### src/rtl/dtt_xbar_pkg.sv
// Types and constants shared by the crossbar switch and its per-port egress queues.
package dtt_xbar_pkg;

  localparam int unsigned XbDataWidth = 32;
  localparam int unsigned NumPorts    = 4;

  typedef logic [XbDataWidth-1:0] xb_beat_t;

endpackage

### src/rtl/dtt_xbar_egress_queue_if.sv
// Beat-in / beat-out signals of one egress queue; master drives the queue, slave is the queue.
interface dtt_xbar_egress_queue_if
  import dtt_xbar_pkg::*;
#(
  parameter int unsigned DATA_WIDTH = XbDataWidth
);

  logic [DATA_WIDTH-1:0] xb_data;
  logic                  xb_valid;
  logic [DATA_WIDTH-1:0] deq_data;
  logic                  deq_valid;
  logic                  deq_ready;

  modport master (
    output xb_data,
    output xb_valid,
    output deq_ready,
    input  deq_data,
    input  deq_valid
  );

  modport slave (
    input  xb_data,
    input  xb_valid,
    input  deq_ready,
    output deq_data,
    output deq_valid
  );

endinterface

### src/rtl/dtt_sync_fifo.sv
// Show-ahead synchronous FIFO with wrap-bit pointers and registered count/full/empty.
module dtt_sync_fifo #(
  parameter int unsigned Width = 32,
  parameter int unsigned Depth = 8,
  localparam int unsigned CntW = $clog2(Depth + 1)
) (
  input  logic             clk,
  input  logic             rst_n,
  input  logic             push_i,
  input  logic             pop_i,
  input  logic [Width-1:0] wdata_i,
  output logic [Width-1:0] rdata_o,
  output logic             empty_o,
  output logic             full_o,
  output logic [CntW-1:0]  count_o,
  output logic [CntW-1:0]  count_next_o
);

  localparam int unsigned AW = $clog2(Depth);

  logic [AW:0]      wr_ptr_q, wr_ptr_d;
  logic [AW:0]      rd_ptr_q, rd_ptr_d;
  logic [CntW-1:0]  count_q, count_d;
  logic             full_q, full_d;
  logic             empty_q, empty_d;
  logic             push_ok, pop_ok;
  logic [Width-1:0] mem_q [Depth];

  // A push into a full FIFO is only legal when a pop frees the slot in the same cycle.
  assign pop_ok  = pop_i & ~empty_q;
  assign push_ok = push_i & (~full_q | pop_ok);

  always_comb begin
    wr_ptr_d = wr_ptr_q + {{AW{1'b0}}, push_ok};
    rd_ptr_d = rd_ptr_q + {{AW{1'b0}}, pop_ok};
    count_d  = count_q + {{(CntW-1){1'b0}}, push_ok} - {{(CntW-1){1'b0}}, pop_ok};
    empty_d  = (wr_ptr_d == rd_ptr_d);
    full_d   = (wr_ptr_d[AW-1:0] == rd_ptr_d[AW-1:0]) && (wr_ptr_d[AW] != rd_ptr_d[AW]);
  end

  always_ff @(posedge clk or negedge rst_n) begin
    if (!rst_n) begin
      wr_ptr_q <= '0;
      rd_ptr_q <= '0;
      count_q  <= '0;
      full_q   <= 1'b0;
      empty_q  <= 1'b1;
    end else begin
      wr_ptr_q <= wr_ptr_d;
      rd_ptr_q <= rd_ptr_d;
      count_q  <= count_d;
      full_q   <= full_d;
      empty_q  <= empty_d;
    end
  end

  // Storage is deliberately not reset; the read port masks stale contents while empty.
  always_ff @(posedge clk) begin
    if (push_ok) begin
      mem_q[wr_ptr_q[AW-1:0]] <= wdata_i;
    end
  end

  assign rdata_o      = empty_q ? '0 : mem_q[rd_ptr_q[AW-1:0]];
  assign empty_o      = empty_q;
  assign full_o       = full_q;
  assign count_o      = count_q;
  assign count_next_o = count_d;

endmodule

### src/rtl/dtt_xbar_egress_queue.sv
// Per-output-port egress buffer behind the crossbar: absorbs beats, drains over valid/ready,
// drops and counts beats that find no free slot, and tracks the occupancy high-water mark.
module dtt_xbar_egress_queue
  import dtt_xbar_pkg::*;
#(
  parameter int unsigned DATA_WIDTH = XbDataWidth,
  parameter int unsigned DEPTH      = 8,
  parameter int unsigned AF_LEVEL   = 6,
  parameter int unsigned CNT_WIDTH  = 16,
  localparam int unsigned CW        = $clog2(DEPTH + 1)
) (
  input  logic                 clk,
  input  logic                 rst_n,
  dtt_xbar_egress_queue_if.slave bus,
  input  logic                 clr_stats_i,
  output logic [CW-1:0]        count_o,
  output logic                 almost_full_o,
  output logic                 full_o,
  output logic                 drop_pulse_o,
  output logic [CNT_WIDTH-1:0] drop_cnt_o,
  output logic [CW-1:0]        hwm_o
);

  logic                  fifo_empty, fifo_full;
  logic                  deq_valid;
  logic                  push, pop, drop;
  logic [CW-1:0]         count_next;
  logic [DATA_WIDTH-1:0] head_data;

  logic                  almost_full_q, almost_full_d;
  logic                  drop_pulse_q;
  logic [CNT_WIDTH-1:0]  drop_cnt_q, drop_cnt_d;
  logic [CW-1:0]         hwm_q, hwm_d;

  assign deq_valid = ~fifo_empty;
  assign pop       = deq_valid & bus.deq_ready;
  assign push      = bus.xb_valid & (~fifo_full | pop);
  assign drop      = bus.xb_valid & fifo_full & ~pop;

  dtt_sync_fifo #(
    .Width (DATA_WIDTH),
    .Depth (DEPTH)
  ) u_fifo (
    .clk          (clk),
    .rst_n        (rst_n),
    .push_i       (push),
    .pop_i        (pop),
    .wdata_i      (bus.xb_data),
    .rdata_o      (head_data),
    .empty_o      (fifo_empty),
    .full_o       (fifo_full),
    .count_o      (count_o),
    .count_next_o (count_next)
  );

  always_comb begin
    almost_full_d = (count_next >= CW'(AF_LEVEL));
    drop_cnt_d    = drop_cnt_q;
    hwm_d         = (count_next > hwm_q) ? count_next : hwm_q;
    // Clear wins over a drop in the same cycle; drop_pulse is unaffected.
    if (clr_stats_i) begin
      drop_cnt_d = '0;
      hwm_d      = count_next;
    end else if (drop && !(&drop_cnt_q)) begin
      drop_cnt_d = drop_cnt_q + 1'b1;
    end
  end

  always_ff @(posedge clk or negedge rst_n) begin
    if (!rst_n) begin
      almost_full_q <= 1'b0;
      drop_pulse_q  <= 1'b0;
      drop_cnt_q    <= '0;
      hwm_q         <= '0;
    end else begin
      almost_full_q <= almost_full_d;
      drop_pulse_q  <= drop;
      drop_cnt_q    <= drop_cnt_d;
      hwm_q         <= hwm_d;
    end
  end

  assign bus.deq_valid = deq_valid;
  assign bus.deq_data  = head_data;
  assign almost_full_o = almost_full_q;
  assign full_o        = fifo_full;
  assign drop_pulse_o  = drop_pulse_q;
  assign drop_cnt_o    = drop_cnt_q;
  assign hwm_o         = hwm_q;

endmodule

### src/flat_wrapper.sv
// flat-port wrapper written by rule: the top's interface ports become plain ports
module dtt_xbar_egress_queue_flat import dtt_xbar_pkg::*;
#(
  parameter int unsigned DATA_WIDTH = XbDataWidth,
  parameter int unsigned DEPTH      = 8,
  parameter int unsigned AF_LEVEL   = 6,
  parameter int unsigned CNT_WIDTH  = 16,
  localparam int unsigned CW        = $clog2(DEPTH + 1)
)
  (clk, rst_n, clr_stats_i, count_o, almost_full_o, full_o, drop_pulse_o, drop_cnt_o, hwm_o, bus_xb_data, bus_xb_valid, bus_deq_ready, bus_deq_data, bus_deq_valid);
  dtt_xbar_egress_queue_if #(.DATA_WIDTH(DATA_WIDTH)) bus_i ();
  input  logic clk;
  input  logic rst_n;
  input  logic clr_stats_i;
  output logic [CW-1:0] count_o;
  output logic almost_full_o;
  output logic full_o;
  output logic drop_pulse_o;
  output logic [CNT_WIDTH-1:0] drop_cnt_o;
  output logic [CW-1:0] hwm_o;
  input wire logic [$bits(bus_i.xb_data)-1:0] bus_xb_data;
  input wire logic [$bits(bus_i.xb_valid)-1:0] bus_xb_valid;
  input wire logic [$bits(bus_i.deq_ready)-1:0] bus_deq_ready;
  output wire logic [$bits(bus_i.deq_data)-1:0] bus_deq_data;
  output wire logic [$bits(bus_i.deq_valid)-1:0] bus_deq_valid;
  assign bus_i.xb_data = bus_xb_data;
  assign bus_i.xb_valid = bus_xb_valid;
  assign bus_i.deq_ready = bus_deq_ready;
  assign bus_deq_data = bus_i.deq_data;
  assign bus_deq_valid = bus_i.deq_valid;
  dtt_xbar_egress_queue #(.DATA_WIDTH(DATA_WIDTH), .DEPTH(DEPTH), .AF_LEVEL(AF_LEVEL), .CNT_WIDTH(CNT_WIDTH)) u_core (.clk(clk), .rst_n(rst_n), .bus(bus_i), .clr_stats_i(clr_stats_i), .count_o(count_o), .almost_full_o(almost_full_o), .full_o(full_o), .drop_pulse_o(drop_pulse_o), .drop_cnt_o(drop_cnt_o), .hwm_o(hwm_o));
endmodule
### config.mk
export PLATFORM = sky130hd
export DESIGN_NAME = dtt_xbar_egress_queue_flat
export DESIGN_NICKNAME = d
export VERILOG_FILES = /design/src/rtl/dtt_xbar_pkg.sv /design/src/rtl/dtt_xbar_egress_queue_if.sv /design/src/rtl/dtt_sync_fifo.sv /design/src/rtl/dtt_xbar_egress_queue.sv /design/src/flat_wrapper.sv
export SDC_FILE = /design/constraint.sdc
export NUM_CORES = 1
export LEC_CHECK = 0
export CAP_MARGIN = 20
export CELL_PAD_IN_SITES_DETAIL_PLACEMENT = 1
export CELL_PAD_IN_SITES_GLOBAL_PLACEMENT = 2
export CORE_MARGIN = 2
export CORE_UTILIZATION = 44
export CTS_CLUSTER_DIAMETER = 200
export DETAILED_ROUTE_END_ITERATION = 6
export GPL_ROUTABILITY_DRIVEN = 0
export PLACE_DENSITY_LB_ADDON = 0.1
export SYNTH_ARGS = -nofsm -noshare
export SYNTH_HDL_FRONTEND = slang
export SYNTH_SLANG_ARGS = --single-unit
### constraint.sdc
create_clock -name clk -period 6 [get_ports clk]
set_input_delay 0.6 -clock clk [delete_from_list [all_inputs] [get_ports clk]]
set_output_delay 0.6 -clock clk [all_outputs]
set_load 0.03 [all_outputs]
==> run metrics <==
Clock Latency Late Sink=0.56 ns; Area growth, synth to finish=21.35%; transition time at the pin with the least slew margin=0.7596 ns; count of state elements after synthesis=292; total power consumption of the routed design=7.224 mW; Critical Path Sink=u_core.hwm_o[0]; critical path data arrival time=4.64 ns; I/O Pins=97; distinct cell type count after synthesis=38; M2 GR Usage=0.3069; worst reg2reg startpoint=u_core.u_fifo.empty_o; relative slew slack=0.4920; htree depth=1; total routed wirelength=between 20,000 and 25,000 um; share of async-settable or async-resettable flops after synthesis=0.1233; run status=finished clean; Worst Setup Start Kind=input port; CTS tree=yes; Num Clock Sinks=292; root cell of the clock tree=sky130_fd_sc_hd__clkbuf_16; Detail Placement HPWL=around 14,000 um; die area=27,540 sq um; layout cell share with drive strength beyond 1=0.2011; worst setup slack after layout=1.801 ns; vias in the first global route=6,292; post-CTS clock slew at the launch and capture registers of the worst setup and hold paths=0.06 ns; clock buffers created by TritonCTS=30; core region area=25,910 sq um; pin count of the biggest net entering global routing=37; most used cell along the critical path=sky130_fd_sc_hd__ha_1; post-cts gate resize count=0; post-synthesis sequential area ratio=0.7444; GR met1 Demand/Resource=0.2344; Worst path max stage delay=~0.5 ns; synthesized cell area=11,540 sq um; highest net fanout along the worst path=6; highest achievable clock rate=238.1 MHz; total of warnings raised by yosys=0; setup repair after global routing missed its margin=no; final-report max-slew violation count=0; leak pwr=4.831 nW; beginning of the critical path=bus_deq_ready; min cycle time layout=4.199 ns; number of placement rows=59; post-place setup slack=1.142 ns; terminus of the critical flop-to-flop path=u_core.hwm_o[0]; CP Data Required Time=6.45 ns; initial antenna violation count=0; first-iteration detailed-routing DRC count=360; wire length per cell=22.51 um; aggregate global-route resource usage=0.1760; setup TNS=0 ns; Max Buffers Root-to-Sink=3; effective utilization at floorplan=0.4453; hold buffer count at cts=0; slack of the worst reg-to-reg path=1.97 ns; Mean Syn Cell Area=~20 sq um; number of vias per cell=5.410; GR Util met3=0.03098; DRC violation count after routing=0; gate count after technology mapping=a little under 600; nets in the synthesized netlist=636; type of the worst setup path=input port to flop; power density normalized to cell area=approximately 520 nW/um^2; via count of the routed design=5,745; final critical-path share of the clock period=0.6998; clk_skew=0.006365 ns; Port-buffer cells=96; CP cell instances=clkdlybuf4s50_1 > nor2b_1 > nand2b_1 > nand2_1 > ha_1 > inv_1 > ha_1 > fa_1 > xor2_1 > ha_1 > a21o_1 > a2111oi_0 > nor2_1 > mux2_2; Post-CTS Setup Bufs=0; die boundary height=between 150 and 200 um; number of synthesized flops with an enable pin=256; remaining number of nets flagged by the antenna check after routing=0; count of final setup violators=0; first-pass GRT wire length=37,330 um; peak supply drop=343.8 uV; total congestion overflow after global routing=0; Hold Vio Cnt, Final=0; endpoint kind of the worst setup timing path=flop; highest-delay cell along the critical path=sky130_fd_sc_hd__a2111oi_0; Maximum Capacitance Violations=0; type of the tightest min-delay check=input port to asynchronous set/reset pin; worst reg-to-reg path cell count=13; layer with the highest usage=met2; number of nets in the final layout=roughly 760; First-pass DRT Iterations=4; main flop type after synthesis=sky130_fd_sc_hd__edfxtp_1; width of the chip=165.9 um
-- area by class of cell --
class                           instances  area [sq um]
Timing Repair Buffer                  113          1121
Fill cell                            2330         11910
Inverter                               14         52.55
Clock buffer                           33         762.0
Clock inverter                         20         219.0
Antenna cell                            1         2.502
Tap cell                              335         419.2
Sequential cell                       292          8596
Multi-Input combinational cell        254          2830
-- cell usage after synthesis, types with 2 or more instances --
cell                       count  area, sq um
sky130_fd_sc_hd__inv_1        14        52.55
sky130_fd_sc_hd__nor3_1        5        25.02
sky130_fd_sc_hd__and3_1        3        18.77
sky130_fd_sc_hd__or3_2         2        15.01
sky130_fd_sc_hd__a21oi_1       3        15.01
sky130_fd_sc_hd__nand2_1       7        26.28
sky130_fd_sc_hd__edfxtp_1    256         7687
sky130_fd_sc_hd__mux4_2       64         1441
sky130_fd_sc_hd__nand2b_1      3        18.77
sky130_fd_sc_hd__nor4_1        2        12.51
sky130_fd_sc_hd__o21ai_0       3        15.01
sky130_fd_sc_hd__nor2_1       55        206.5
sky130_fd_sc_hd__nand4_1       6        37.54
sky130_fd_sc_hd__clkbuf_1      9        33.78
sky130_fd_sc_hd__mux2i_1      34        340.3
sky130_fd_sc_hd__xnor2_1       3        26.28
sky130_fd_sc_hd__a21o_1        3        22.52
sky130_fd_sc_hd__mux2_2        4        45.04
sky130_fd_sc_hd__or3_1         2        12.51
sky130_fd_sc_hd__nor2b_1       2        12.51
sky130_fd_sc_hd__dfrtp_1      35        875.8
sky130_fd_sc_hd__nand3_1      11        55.05
sky130_fd_sc_hd__ha_1         13        162.7
sky130_fd_sc_hd__xor2_1       20        175.2
sky130_fd_sc_hd__buf_1         6        22.52
sky130_fd_sc_hd__buf_2         8        40.04
-- stage by stage --
step / hold slack (ns) / utilization / std cells / cell area (sq um)
floorplan: 0.3044 / - / 585 / 11540
global placement: 0.4903 / 0.5006 / 1006 / 12970
detailed placement: 0.5052 / 0.5024 / 1008 / 13020
CTS: 0.4751 / 0.5403 / 1061 / 14000
global route: 0.4909 / 0.5403 / 1061 / 14000
finish: 0.4757 / 0.5404 / 1062 / 14000
-- layout by cell type, fill, tap and decap left out, types with 2 or more instances in the layout --
cell / count
sky130_fd_sc_hd__edfxtp_1: 256
sky130_fd_sc_hd__clkbuf_16: 30
sky130_fd_sc_hd__nor2b_1: 2
sky130_fd_sc_hd__or3_1: 2
sky130_fd_sc_hd__xor2_1: 20
sky130_fd_sc_hd__clkinv_2: 6
sky130_fd_sc_hd__a21oi_1: 3
sky130_fd_sc_hd__o21ai_0: 3
sky130_fd_sc_hd__dfrtp_1: 32
sky130_fd_sc_hd__nor3_2: 4
sky130_fd_sc_hd__clkinv_1: 8
sky130_fd_sc_hd__buf_4: 15
sky130_fd_sc_hd__nand2_1: 7
sky130_fd_sc_hd__nor2_4: 3
sky130_fd_sc_hd__ha_1: 13
sky130_fd_sc_hd__clkdlybuf4s50_1: 96
sky130_fd_sc_hd__bufinv_16: 4
sky130_fd_sc_hd__and3_1: 3
sky130_fd_sc_hd__xnor2_1: 3
sky130_fd_sc_hd__mux4_2: 64
sky130_fd_sc_hd__mux2i_1: 34
sky130_fd_sc_hd__nand3_1: 11
sky130_fd_sc_hd__or3_2: 2
sky130_fd_sc_hd__nand2b_1: 3
sky130_fd_sc_hd__a21o_1: 3
sky130_fd_sc_hd__inv_1: 14
sky130_fd_sc_hd__mux2_2: 4
sky130_fd_sc_hd__nand4_1: 6
sky130_fd_sc_hd__nor2_1: 52
sky130_fd_sc_hd__dfrtp_2: 2
sky130_fd_sc_hd__clkbuf_1: 3
-- per-layer routing --
| metal | wire (um) | part of all wire |
|---|---|---|
| met1 | 10110 | 0.42 |
| met2 | 12170 | 0.51 |
| met3 | 1346 | 0.056 |
| met4 | 281 | 0.012 |
| met5 | 0 | 0 |
-- where the power goes --
part	internal (mW)	switching, mW	leakage, nW
Combinational	1.20	1.43	1.57
Clock	1.08	0.753	0.481
Sequential	2.55	0.199	2.78
Total	4.84	2.38	4.83
-- cell families (layout without fill, tap and decap cells) --
family,count (synthesis),after routing,synth area share
adders and majority gates,14,14,0.01583
xor gates and xnor gates,23,23,0.01746
buffers and inverters,39,180,0.01453
DFF,292,292,0.7444
muxes,102,102,0.1583
AOI/OAI and AO/OA,10,10,0.005313
other,0,1,0
and+or+nand+nor,105,105,0.04413
-- critical path, delay by kind of cell --
kind	cells	cell delay (ns)
AOI/OAI and AO/OA	2	0.71
adders and majority gates	4	1.24
xor gates and xnor gates	1	0.32
buffers and inverters	2	0.51
and+or+nand+nor	4	0.96
muxes	1	0.32
-- worst min path at each step --
stage / from / endpoint / slack (ns) / cells past startpoint
3_5_place_dp: u_core.u_fifo.wr_ptr_q[3] / u_core.u_fifo.wr_ptr_q[3] / 0.51 / 2
3_3_place_gp: u_core.u_fifo.rd_ptr_q[3] / u_core.u_fifo.rd_ptr_q[3] / 0.49 / 2
2_1_floorplan: rst_n / u_core.almost_full_o / 0.30 / 0
6_report: rst_n / u_core.drop_cnt_o[14] / 0.48 / 2
5_1_grt: rst_n / u_core.drop_cnt_o[12] / 0.49 / 2
4_1_cts: rst_n / u_core.drop_cnt_o[12] / 0.48 / 2
-- flip-flops by register name, indices dropped and copies added, names as in the netlist --
name                    cells
u_core.u_fifo.wr_ptr_q      4
u_core.u_fifo.mem_q       256
u_core.hwm_o                4
u_core.drop_cnt_o          16
u_core.u_fifo.rd_ptr_q      4
u_core.u_fifo.full_o        1
u_core.u_fifo.count_o       4
u_core.almost_full_o        1
u_core.u_fifo.empty_o       1
u_core.drop_pulse_o         1
Note: power is estimated with default switching activity, not from simulation.
